File: src/rtl/spi_slave_xcvr.sv
// SPI slave transceiver (dclk idles high, shift out on fall, sample on rise, MSB first).
// All serial inputs are resynchronised into the clk domain; supports back-to-back words.
module spi_slave_xcvr #(
    parameter int unsigned WIDTH = 16
) (
    input  logic             clk,
    input  logic             rst,
    input  logic             dclk,
    input  logic             cs,
    input  logic             mosi,
    output logic             miso,
    input  logic [WIDTH-1:0] tx_data,
    input  logic             tx_load,
    output logic [WIDTH-1:0] rx_data,
    output logic             rx_valid,
    output logic             busy,
    output logic             frame_err,
    output logic             tx_underrun
);

    localparam int unsigned CW = $clog2(WIDTH) + 1;
    localparam logic [CW-1:0] LastBit = CW'(WIDTH - 1);

    typedef enum logic {StIdle, StActive} state_e;

    logic dclk_s1, dclk_s2, dclk_d;
    logic cs_s1, cs_s2, cs_d;
    logic mosi_s1, mosi_s2;
    logic dclk_rise, dclk_fall, cs_fall, cs_rise;

    state_e           state_q, state_d;
    logic [CW-1:0]    cnt_q, cnt_d;
    logic [WIDTH-1:0] sh_q, sh_d;
    logic [WIDTH-1:0] rsh_q, rsh_d;
    logic [WIDTH-1:0] hold_q, hold_d;
    logic [WIDTH-1:0] rx_data_q, rx_data_d;
    logic             fresh_q, fresh_d;
    logic             pend_q, pend_d;
    logic             rx_valid_q, rx_valid_d;
    logic             frame_err_q, frame_err_d;
    logic             urun_q, urun_d;
    logic             load_start, load_word;

    always_ff @(posedge clk or posedge rst) begin
        if (rst) begin
            dclk_s1 <= 1'b1;
            dclk_s2 <= 1'b1;
            dclk_d  <= 1'b1;
            cs_s1   <= 1'b1;
            cs_s2   <= 1'b1;
            cs_d    <= 1'b1;
            mosi_s1 <= 1'b0;
            mosi_s2 <= 1'b0;
        end else begin
            dclk_s1 <= dclk;
            dclk_s2 <= dclk_s1;
            dclk_d  <= dclk_s2;
            cs_s1   <= cs;
            cs_s2   <= cs_s1;
            cs_d    <= cs_s2;
            mosi_s1 <= mosi;
            mosi_s2 <= mosi_s1;
        end
    end

    assign dclk_rise = dclk_s2 & ~dclk_d;
    assign dclk_fall = ~dclk_s2 & dclk_d;
    assign cs_fall   = ~cs_s2 & cs_d;
    assign cs_rise   = cs_s2 & ~cs_d;

    always_comb begin
        state_d     = state_q;
        cnt_d       = cnt_q;
        sh_d        = sh_q;
        rsh_d       = rsh_q;
        hold_d      = hold_q;
        rx_data_d   = rx_data_q;
        fresh_d     = fresh_q;
        pend_d      = pend_q;
        rx_valid_d  = 1'b0;
        frame_err_d = 1'b0;
        urun_d      = 1'b0;
        load_start  = 1'b0;
        load_word   = 1'b0;

        if (tx_load) begin
            hold_d  = tx_data;
            fresh_d = 1'b1;
        end

        unique case (state_q)
            StIdle: begin
                if (cs_fall) begin
                    state_d    = StActive;
                    load_start = 1'b1;
                    cnt_d      = '0;
                    pend_d     = 1'b0;
                    // A rising edge seen together with cs_fall is bit 0 of the word.
                    if (dclk_rise) begin
                        rsh_d = {rsh_q[WIDTH-2:0], mosi_s2};
                        cnt_d = CW'(1);
                    end
                end
            end
            StActive: begin
                if (cs_rise) begin
                    state_d = StIdle;
                    pend_d  = 1'b0;
                    cnt_d   = '0;
                    if (cnt_q != '0) frame_err_d = 1'b1;
                end else begin
                    if (dclk_rise) begin
                        rsh_d = {rsh_q[WIDTH-2:0], mosi_s2};
                        if (cnt_q == '0 && pend_q) begin
                            urun_d = 1'b1;
                            pend_d = 1'b0;
                        end
                        if (cnt_q == LastBit) begin
                            rx_data_d  = {rsh_q[WIDTH-2:0], mosi_s2};
                            rx_valid_d = 1'b1;
                            cnt_d      = '0;
                            load_word  = 1'b1;
                        end else begin
                            cnt_d = cnt_q + CW'(1);
                        end
                    end
                    if (dclk_fall && cnt_q != '0) begin
                        sh_d = {sh_q[WIDTH-2:0], 1'b0};
                    end
                end
            end
            default: state_d = StIdle;
        endcase

        // A word-boundary reload only counts as underrun once the next word really starts.
        if (load_start || load_word) begin
            sh_d    = tx_load ? tx_data : hold_q;
            fresh_d = 1'b0;
            if (!tx_load && !fresh_q) begin
                if (load_start) urun_d = 1'b1;
                else            pend_d = 1'b1;
            end
        end
    end

    always_ff @(posedge clk or posedge rst) begin
        if (rst) begin
            state_q     <= StIdle;
            cnt_q       <= '0;
            sh_q        <= '0;
            rsh_q       <= '0;
            hold_q      <= '0;
            rx_data_q   <= '0;
            fresh_q     <= 1'b0;
            pend_q      <= 1'b0;
            rx_valid_q  <= 1'b0;
            frame_err_q <= 1'b0;
            urun_q      <= 1'b0;
        end else begin
            state_q     <= state_d;
            cnt_q       <= cnt_d;
            sh_q        <= sh_d;
            rsh_q       <= rsh_d;
            hold_q      <= hold_d;
            rx_data_q   <= rx_data_d;
            fresh_q     <= fresh_d;
            pend_q      <= pend_d;
            rx_valid_q  <= rx_valid_d;
            frame_err_q <= frame_err_d;
            urun_q      <= urun_d;
        end
    end

    assign busy        = (state_q == StActive);
    assign miso        = busy ? sh_q[WIDTH-1] : 1'b1;
    assign rx_data     = rx_data_q;
    assign rx_valid    = rx_valid_q;
    assign frame_err   = frame_err_q;
    assign tx_underrun = urun_q;

endmodule

File: config.mk
export PLATFORM = sky130hd
export DESIGN_NAME = spi_slave_xcvr
export DESIGN_NICKNAME = d
export VERILOG_FILES = /design/src/rtl/spi_slave_xcvr.sv
export SDC_FILE = /design/constraint.sdc
export NUM_CORES = 1
export LEC_CHECK = 0
export CORE_MARGIN = 5
export CORE_UTILIZATION = 49
export DETAILED_ROUTE_END_ITERATION = 12
export PLACE_DENSITY = 0.77
export SYNTH_ARGS = -nofsm -noshare
export SYNTH_HDL_FRONTEND = slang
export SYNTH_SLANG_ARGS = --single-unit
File: constraint.sdc
create_clock -name clk -period 2.8 [get_ports clk]
set_input_delay 0.56 -clock clk [delete_from_list [all_inputs] [get_ports clk]]
set_output_delay 0.56 -clock clk [all_outputs]
set_load 0.02 [all_outputs]
Word-level counts from Yosys, hierarchy flattened
Cells that the tools add are included.
{ "word_totals": {"reg_bits": 83, "in_bits": 22, "out_inout_bits": 21, "elab_cells": 94} }
{ "classes": {"add_sub_neg": 1, "eq_ne": 5, "mux": 44, "bitwise_logic": 10, "n_reduce_logical": 15} }
{ "ops": {"columns": ["operator", "n"], "rows": [
  ["$mux 16", 8],
  ["$pmux 16 s2", 1],
  ["$mux 1", 28],
  ["$mux 5", 4],
  ["$pmux 5 s2", 1],
  ["$not 1->1", 6],
  ["$reduce_bool 2->1", 3],
  ["$add 5x1->5 const B", 1],
  ["$eq 5x4->1 const B", 1],
  ["$logic_not 5->1", 1],
  ["$reduce_bool 5->1", 1],
  ["$and 1x1->1", 4],
  ["$ne 2x2->1 const B", 2],
  ["$pmux 1 s2", 2],
  ["$reduce_and 2->1", 2],
  ["$reduce_and 4->1", 1],
  ["$logic_and 1x1->1", 3],
  ["$ne 3x3->1 const B", 1],
  ["$reduce_and 3->1", 1],
  ["$logic_not 1->1", 2],
  ["$ne 2x1->1 const B", 1],
  ["$logic_or 1x1->1", 1]
]} }

Longest topological paths before layout
Gate-level depths: netlist of run 1.
{ "logic_depth": {"depth_word": 9, "ltp_mapped": 7, "depth_no_buf": 7} }

Least setup slack after synthesis of run 1
No wires, ideal clock.
{ "synth_path": {"path_kind": "register to register", "start": "register cnt_q[0]", "end": "register sh_q[10]", "setup_ns": 0.128, "arrival_ns": 1.690, "required_time_ns": 2.672, "setup_slack_ns": 0.981, "stages_incl_launch_ff": 8, "n_path_buf": 1, "period_less_slack_ns": 1.819, "cell_sequence": "dfrtp_1 -> inv_1 -> ha_1 -> or4b_4 -> nand4b_4 -> buf_12 -> mux2i_1 -> a21oi_2"} }
{ "synth_between": {"elab_chain_len": 8, "elab_cells_between_ends": 13, "cone_classes": "eq/ne (2); mux (5); reduce/logical (6)"} }
{ "synth_lines": {"columns": ["item", "line", "rtl"], "rows": [
  ["start: declaration", "32", "logic [CW-1:0] cnt_q, cnt_d;"],
  ["start signal: assignment", "161", "cnt_q <= cnt_d;"],
  ["$eq 5x4->1", "118", "if (cnt_q == LastBit) begin"],
  ["$mux 1", "118", null],
  ["$mux 1", "112", "if (dclk_rise) begin"],
  ["$mux 1", "106", "if (cs_rise) begin"],
  ["$mux 1", "91", "unique case (state_q)"],
  ["$logic_or 1x1->1", "136", "if (load_start || load_word) begin"],
  ["$ne 2x1->1 (no line) or $reduce_bool 2->1 (tied branches)", null, null],
  ["$reduce_and 3->1 (no line)", null, null],
  ["end signal: assignment", "150", "sh_q <= '0;"],
  ["end signal: assignment", "162", "sh_q <= sh_d;"],
  ["end: declaration", "33", "logic [WIDTH-1:0] sh_q, sh_d;"]
]} }
Several ways; a longest one is shown, not always the timed one.
A chain may end at the register's enable or synchronous reset.

Worst setup path in the final report of run 1
{ "layout_path": {"start": "register state_q, in the netlist busy", "end": "output port busy"} }
{ "layout_rtl": {"columns": ["item", "line", "rtl"], "rows": [
  ["start: declaration", "31", "state_e state_q, state_d;"],
  ["start signal: assignment", "148", "state_q <= StIdle;"],
  ["start signal: assignment", "160", "state_q <= state_d;"],
  ["end: declaration", "16", "output logic busy,"]
]} }
No word-level cell between the ends.

==> impl_results.md, run 1 <==
* Outcome: finished clean
* Worst Path Arrival at between 1.5 and 2 ns
* Final setup margin at 0.532 ns
* Worst skew pair latency at around 0.34 ns
* Core area at around 0.0067 mm2
* RePlAce Congestion at approximately 0.8
* Min-Delay Path Class: register to register
* Die area at 0.00861 mm2
* Tightest Pin Transition at about 0.65 ns
* Chip Width at 92.8 um
* WL per Instance at roughly 15 um
* DP Worst Slack at around 0.55 ns
* DIE HEIGHT at a little over 90 um
* Switching share of total power at 0.252
* Cell count after synthesis at 244
* Reg power frac at 0.554
* Yosys top cell area share at 0.566
* Sequential share of the synthesized area at 0.613
* Vias per inst at ~5.2
* CP Launch Type: register
* Antenna Nets Post-Route at 0
* Number of global-route vias before repair at 2091
* YS warnings at 0
* Internal power at 1960 uW
* Clock-pin slew on the worst setup and hold paths at approximately 0.070 ns
* Power density over the cells at approximately 650 mW/mm2
* Remaining DRCs at 0
* Starting Density at 0.500
* Iter 0 DRT Violations at about 110
* Setup Viol. Count Final at 0
* HPWL Detailed at approximately 3800 um
* Antenna violations before repair at 0
* Syn_area_per_cell at around 14 um2
* Slew HR at 0.566
* FP Rows at 30
* Maximum capacitance violations at 0
* GRT Overall Usage at 0.143
* Total wire length at between 5000 and 6000 um
* # diodes at 0
* Tcrit/Tclk final at 0.810
* IO Port Bufs at between 40 and 50
* Synthesized area at about 0.0034 mm2
* CTS Hold Buffers Added at 0
* CTS Buffer Depth at 2
* First-pass GRT wire length at 9750 um
* Comb pwr share at 0.138
* Nets at 314
* Setup TNS at 0 ns
* Critical Path RT at 2.24 ns
* #FFs+latches synth at 82
* Post-cts resize count at 0
* Crit path largest cell delay at between 0.7 and 0.8 ns
* Buf/Inv on CP at 1
* Worst clock skew at between 0.01 and 0.015 ns
* Maximum VDD drop at 369 uV
* Postcts setup bufs at 0
* Crit-path cells: clkdlybuf4s50_1
* Critical path class: register to primary output
* Critical Path Fanout Max at 18
* I/O Pins at 43
* Pins over their slew limit at 0
* Top post-synthesis cells by area: dfrtp_1 57%, mux2_1 8.4%, mux2_2 7.7%
* CTS H-tree depth at 3
* Largest net degree at the start of global routing at 45
* Largest area contributor in the netlist: dfrtp_1
* Minimum clock period at 2.27 ns
* Syn-to-layout area delta at 20.1%
* Layout cells sized above 1 at 0.210
* Unrepaired setup endpoints after global routing: false
* Remaining global-route overflow at 0
* Slowest CP cell: clkdlybuf4s50_1
* Max Clk Rate at 441 MHz
* Crit-path leading delay family: buffers and inverters
* P_leak at 0.00188 uW
* Crit path capture type: primary output
* Cts bufs inserted at 9
* # clock sinks at around 80
* Root buffer cell: clkbuf_8
* Synthesized Nets at ~270
* Distinct cells, synth at 38
* Switching power at approximately 660 uW
* Clock share of power at 0.308
* Fin. Hold Viols at 0
* Via count at around 2000
* CTS tree: yes
* Drt pass-1 iters at 4
-- placed cells by master, fill, tap and decap left out, types with 2 or more instances in the layout --
cell,netlist,layout
ha_1,2,2
clkbuf_8,0,9
clkinv_2,0,4
dfrtp_1,76,76
mux2_1,25,25
mux2_2,23,23
nand2_1,8,8
a21oi_2,10,11
nor2_1,21,21
dfstp_2,6,6
nor2b_1,2,2
inv_1,5,4
nand2b_1,3,3
and2_1,2,2
mux2i_1,15,15
a21oi_1,9,8
buf_4,2,3
o21ai_0,6,6
nand3_1,2,2
clkbuf_1,3,3
clkdlybuf4s50_1,0,42
-- cells in the mapped netlist, drive strengths merged --
cell    count
nor2       22
and3        1
nand4b      2
a32o        1
inv         5
nand2b      3
a21oi      19
mux2       48
nand2       8
dfstp       6
mux2i      15
or4b        1
nand3       2
ha          2
o31ai       1
a22oi       1
a221oi      1
a211oi      1
buf         8
xor2        1
and2        2
clkbuf      3
o221ai      1
a41o        1
dfrtp      76
nand3b      1
o22ai       1
o21ai       6
maj3        1
nor3        1
a31oi       1
nor2b       2
-- state kept, by name, indices dropped and copies added, names as in the netlist --
name         flops
cs_s1            1
mosi_s1          1
tx_underrun      1
fresh_q          1
rx_valid         1
dclk_s1          1
hold_q          16
cnt_q            5
sh_q            16
mosi_s2          1
pend_q           1
dclk_s2          1
cs_d             1
rsh_q           15
busy             1
rx_data         16
dclk_d           1
frame_err        1
cs_s2            1
-- final timing paths --
check / from / end / slack [ns] / cells after the start
max reg2reg: dclk_s2 / rx_data[2] / 0.54 / 4
max: busy / busy / 0.53 / 1
max in group asynchronous: rst / cs_s1 / 1.65 / 3
min: cs_s1 / cs_s2 / 0.36 / 0
min in group asynchronous: rst / sh_q[7] / 0.51 / 2
min reg2reg: cs_s1 / cs_s2 / 0.36 / 0
-- through the flow --
step           utilization  total power (uW)  hold WS (ns)  area, um2  cells
2_1_floorplan            -              1730         0.331       3360    244
3_3_place_gp         0.574              1830         0.339       3860    359
3_5_place_dp         0.574              1850         0.342       3860    359
4_1_cts              0.601              2650         0.360       4040    375
5_1_grt              0.601              2770         0.363       4040    375
6_report             0.601              2620         0.358       4040    375
-- layer usage --
| metal | GRT usage | vias up | share of wire |
|---|---|---|---|
| met1 | 0.187 | 964 | 0.46 |
| li1 | - | 950 | - |
| met4 | 0.0708 | 0 | 0.021 |
| met3 | 0.0292 | 10 | 0.039 |
| met2 | 0.227 | 44 | 0.48 |
| met5 | 0 | - | 0 |
-- cell families after synthesis --
logic type | synth area share
simple gates | 0.0711
xor+xnor | 0.00261
fa+ha+maj | 0.0108
flops | 0.613
buf+inv | 0.0268
mux | 0.206
compound gates | 0.0700
-- area by class of cell --
class                           count  area, um2
Clock buffer                       12        135
Multi-Input combinational cell    146       1210
Tap cell                           80        100
Sequential cell                    82       2060
Fill cell                         548       2680
Clock inverter                      4       45.0
Inverter                            5       20.0
Timing Repair Buffer               46        463
-- power groups by stage --
| stage | clock network, uW | logic (uW) | registers (uW) |
|---|---|---|---|
| 6_report | 808 | 361 | 1450 |
| 5_1_grt | 883 | 412 | 1480 |
| 4_1_cts | 829 | 369 | 1460 |
| 3_5_place_dp | 0 | 367 | 1480 |
| 3_3_place_gp | 0 | 358 | 1470 |
| 2_1_floorplan | 0 | 289 | 1440 |
Power figures use the tool's default switching activity.
==> run 2, diff against run 1 <==
==> constraint.sdc (replaced) <==
create_clock -name clk -period 1.9 [get_ports clk]
set_input_delay 0.38 -clock clk [delete_from_list [all_inputs] [get_ports clk]]
set_output_delay 0.38 -clock clk [all_outputs]
set_load 0.02 [all_outputs]
==> run 2 against run 1 <==
  * Global-route usage shrank 0.42 points
  * Utilization grew 4.5 points
  * Die area is the same
  * Power grew 58%
  * Clock power grew 62%
  * Critical path type is now register to register
  * Highest routed layer unchanged
==> impl_results.md, run 2 (same netlist as run 1, synthesis figures left out) <==
* Outcome: finished clean
* Placed inst area at just under 0.004 mm2
* Remaining global-route overflow at 0
* Die area at between 0.008 and 0.009 mm2
* Worst skew pair latency at ~0.35 ns
* Switching power at 1040 uW
* DP Worst Slack at -0.0293 ns
* CTS Buffer Depth at 2
* First-pass GRT wire length at around 9400 um
* Critical path class: register to register
* Internal power at roughly 3100 uW
* Buf/Inv on CP at 2
* WHS at roughly 0.35 ns
* Cts bufs inserted at 9
* Setup Viol. Count Final at 0
* CTS tree: yes
* Antenna Nets Post-Route at 0
* Fin. Hold Viols at 0
* Critical Path RT at around 2.1 ns
* Nets at between 300 and 400
* Antenna violations before repair at 0
* WL per Instance at 14.3 um
* DIE HEIGHT at slightly above 90 um
* Crit-path cells: inv_2 -> ha_4 -> or4b_4 -> nand4b_4 -> clkbuf_16 -> mux2i_2 -> a21oi_2
* Crit path largest cell delay at between 0.4 and 0.5 ns
* CTS H-tree depth at 3
* Starting Density at 0.500
* Fin area at approximately 0.0043 mm2
* IO Port Bufs at 42
* RePlAce Congestion at just under 0.8
* # diodes at 0
* Layout cells sized above 1 at 0.302
* Pins over their slew limit at 0
* Tightest Pin Transition at about 0.42 ns
* Crit-path leading delay family: simple AND/OR/NAND/NOR gates
* Crit path capture type: register
* Power density over the cells at 954 mW/mm2
* Vias per inst at between 5 and 6
* Syn-to-layout area delta at 29.1%
* Commonest cells after routing, fill and taps aside: 75 x dfrtp_1, 40 x clkdlybuf4s50_1, 25 x mux2_1
* Drt pass-1 iters at 4
* Clock share of power at 0.316
* CP Launch Type: register
* Comb pwr share at 0.159
* FP Rows at 30
* Reg power frac at 0.525
* Minimum clock period at approximately 1.9 ns
* Most common library cell in the layout ignoring fill and taps: dfrtp_1
* Total wire length at 5590 um
* Via count at 2068
* Slew HR at 0.718
* Core area at between 0.006 and 0.007 mm2
* Worst Path Arrival at about 2.1 ns
* Fill cells at 520
* CTS Hold Buffers Added at 0
* Max Clk Rate at between 500 and 600 MHz
* Min-Delay Path Class: register to register
* Switching share of total power at 0.252
* Register area at approximately 0.002 mm2
* Largest net degree at the start of global routing at 83
* # clock sinks at 82
* Critical Path Fanout Max at 5
* Iter 0 DRT Violations at slightly below 70
* Number of global-route vias before repair at 2036
* Maximum VDD drop at 483 uV
* Chip Width at about 93 um
* Final setup margin at between 0.03 and 0.04 ns
* HPWL Detailed at 3640 um
* I/O Pins at 43
* Worst clock skew at about 0.012 ns
* Root buffer cell: clkbuf_8
* Multi-input gate area at about 0.0013 mm2
* P_leak at 0.00196 uW
* Remaining DRCs at 0
* Clock-pin slew on the worst setup and hold paths at about 0.080 ns
* Slowest CP cell: or4b_4
* Maximum capacitance violations at 0
* GRT Overall Usage at 0.139
* Tcrit/Tclk final at 0.983
==> run 2: area by class of cell <==
cell class	count	area share
sequential	82	0.475
multi-input combinational	146	0.297
timing repair buffer	62	0.150
clock buffer	12	0.0381
tap	80	0.0231
clock inverter	4	0.0113
inverter	5	0.00519
==> run 2: final timing paths <==
| kind | cells after the start | slack (ns) | startpoint | end |
|---|---|---|---|---|
| min in group asynchronous | 3 | 0.48 | rst | rx_data[9] |
| worst min-delay path | 0 | 0.35 | mosi_s1 | mosi_s2 |
| worst max register to register | 7 | 0.03 | cnt_q[0] | sh_q[7] |
| worst max-delay path | 7 | 0.03 | cnt_q[0] | sh_q[7] |
| max in group asynchronous | 3 | 1.03 | rst | dclk_d |
| worst min register to register | 0 | 0.35 | mosi_s1 | mosi_s2 |
==> run 2: stage by stage <==
stage | instances | power [uW] | setup TNS (ns) | utilization
final | 391 | 4140 | 0 | 0.645
after global routing | 391 | 4340 | -0.0589 | 0.645
after CTS | 384 | 4060 | 0 | 0.623
after detailed placement | 366 | 2740 | -0.0391 | 0.588
after global placement | 366 | 2720 | 0 | 0.588
after floorplan | 244 | 2550 | 0 | -
==> run 2: routing by layer <==
| metal | up-vias | global-route usage | routed length [um] |
|---|---|---|---|
| met4 | 0 | 0.0806 | 98 |
| met5 | - | 0 | 0 |
| met1 | 1026 | 0.176 | 2460 |
| met2 | 54 | 0.217 | 2730 |
| li1 | 976 | - | - |
| met3 | 12 | 0.0325 | 294 |
==> run 2: worst reg2reg max path: stages (launching register included) <==
cell and delay, ns:
dfrtp_2 0.44, inv_2 0.08, ha_4 0.11, or4b_4 0.48, nand4b_4 0.16, clkbuf_16 0.19, mux2i_2 0.23, a21oi_2 0.07
==> run 2: timing repair <==
action	4_1_cts	5_1_grt
resized for setup	2	18
cloned	0	1
pin swaps	1	5
hold endpoints to repair	0	0
buffers inserted	2	6
endpoints found under the setup margin	9	23
==> run 2: power by group through the flow <==
| stage | combinational (uW) | clock [uW] | sequential, uW |
|---|---|---|---|
| CTS | 574 | 1350 | 2140 |
| global placement | 551 | 0 | 2170 |
| finish | 657 | 1310 | 2170 |
| detailed placement | 570 | 0 | 2170 |
| global route | 726 | 1410 | 2210 |
| floorplan | 426 | 0 | 2130 |
==> edit (config.mk and constraints of run 2) <==
Put a register stage on the output `miso`. The value now appears one clock later. The other outputs are not delayed to match.
--- a/src/rtl/spi_slave_xcvr.sv
+++ b/src/rtl/spi_slave_xcvr.sv
@@ -174,3 +174,5 @@
     assign busy        = (state_q == StActive);
-    assign miso        = busy ? sh_q[WIDTH-1] : 1'b1;
+    always_ff @(posedge clk) begin
+        miso <= busy ? sh_q[WIDTH-1] : 1'b1;
+    end
     assign rx_data     = rx_data_q;
Function: changed (Yosys sat finds a counterexample within 4 cycles, from zero or initial values and one cycle with rst high).
==> edit against run 2 <==
Wire length is 2.1% higher; setup slack better by 0.0017 ns; combinational power down 2%; sequential cell count rose by 1; power up 3.5%; final area grew 0.52%; fmax barely moved; utilization about the same; synthesized area increased by 0.60%.
==> edit: results (changes against run 2) <==
stage,metric,value,unit,change
run_status,status,"finished, final reports clean",,
sta,setup_slack,0.0342,ns,+0.00169 ns
critical_path,path_class,reg -> reg,,
yosys,async_reset_ff_frac,0.988,,-0.0120
yosys,synth_area_leaders,"dfrtp_1 (56%), mux2_1 (8.3%), mux2_2 (7.7%)",,
sta,tightest_slew,0.410,ns,-0.0137 ns
critical_path,slowest_stage,or4b_4,,
finish,final_cells,392,,+0.26%
grt,grt_pass1_wl,9480,um,+1.2%
yosys,synthAdderAreaFrac,0.0107,,-0.0000640
routing,num_vias,2082,,+0.68%
yosys,synth_compound_area_frac,0.0696,,-0.000415
placed_design,post-place-ws,0.00675,ns,+0.0361 ns
placed_design,dp_hpwl,3730,um,+2.7%
finish,drive_above_1_share,0.295,,-0.00738
placed_design,dp.cells,369,,+0.82%
power,max-vdd-ir-drop,0.000741,V,+54%
routing,dr.pass1.iters,4,,unchanged
cts,cts_setup_buffers,1,,-1
finish,diodes,0,,unchanged
yosys,synth_nets,269,,+0.37%
finish,final_nets,332,,+0.61%
yosys,postSynthAreaPerCell,13.8,um^2,+0.19%
critical_path,path_max_fanout,6,,+1
yosys,muxShareOfSynthArea,0.204,,-0.00122
critical_path,max_stage_delay,0.49,ns,
critical_path,crit_path_end,sh_q[13]$_DFFE_PP0P_,,
yosys,synth_ff_type,dfrtp_1,,
critical_path,r2r-start,cnt_q[0]$_DFFE_PP0P_,,
cts,clk_path_buf_depth,2,,unchanged
grt,gr-usage-all-layers,0.140,,+0.00100
yosys,synthXorXnorAreaFrac,0.00259,,-0.0000154
yosys,synth_cell_types,39,,+2.6%
yosys,ys_seq_area_frac,0.615,,+0.00229
placed_design,gp_congestion,0.824,,+6.0%
hold_path,hp-class,reg -> reg,,
routing,drt_iter0_drc,113,,+64%
routing,wl_per_cell,14.5,um,+1.8%
placed_design,placed_cell_area,0.00400,mm^2,+1.2%
critical_path,r2r_slack,0.03,ns,
power,leakagePower,1.99,nW,+1.7%
cts,cts-resized-gates,2,,unchanged
sta,fin_skew,0.00554,ns,-0.00655 ns
-- edit: changes by cell type in the layout (fill, tap and decap cells not counted), sizes merged --
cell,run 2,this run
clkbuf,13,10
bufinv,1,3
buf,19,20
clkdlybuf4s50,40,41
dfxtp,0,1
dlygate4sd2,2,1
-- edit: routing by layer --
layer | vias up | global-route usage | share of wire
li1 | 986 | - | -
met1 | 1037 | 0.170 | 0.43
met2 | 52 | 0.229 | 0.50
met3 | 7 | 0.0459 | 0.057
met4 | 0 | 0.0586 | 0.0082
met5 | - | 0 | 0
-- edit: report_power, final --
part	switching (mW)	leakage (nW)	total (mW)	internal, mW
sequential	0.165	1.02	2.19	2.02
combinational	0.278	0.852	0.643	0.365
clock	0.591	0.119	1.45	0.858
-- edit: logic make-up (layout without fill, tap and decap cells) --
kind of cell | after synthesis | in the layout
fa+ha+maj | 3 | 3
buf+inv | 16 | 83
simple gates | 45 | 45
compound gates | 34 | 34
flops | 83 | 83
xor+xnor | 1 | 1
mux | 63 | 63
-- edit: cell type report --
cell class	count	area, um^2
fillers	504	2400
flip-flops and latches	83	2080
multi-input cells	146	1260
repair buffers	63	664
clock buffers	9	124
clock inverters	6	105
well taps	80	100
inverters	5	22.5
-- edit: how the worst min path moves through the flow --
stage	depth (start not counted)	to	slack, ns	from
final	0	mosi_s2$_DFF_PP0_	0.35	mosi_s1$_DFF_PP0_
after global routing	0	mosi_s2$_DFF_PP0_	0.37	mosi_s1$_DFF_PP0_
after CTS	0	mosi_s2$_DFF_PP0_	0.35	mosi_s1$_DFF_PP0_
after detailed placement	0	mosi_s2$_DFF_PP0_	0.34	mosi_s1$_DFF_PP0_
after global placement	0	mosi_s2$_DFF_PP0_	0.34	mosi_s1$_DFF_PP0_
after floorplan	0	mosi_s2$_DFF_PP0_	0.33	mosi_s1$_DFF_PP0_
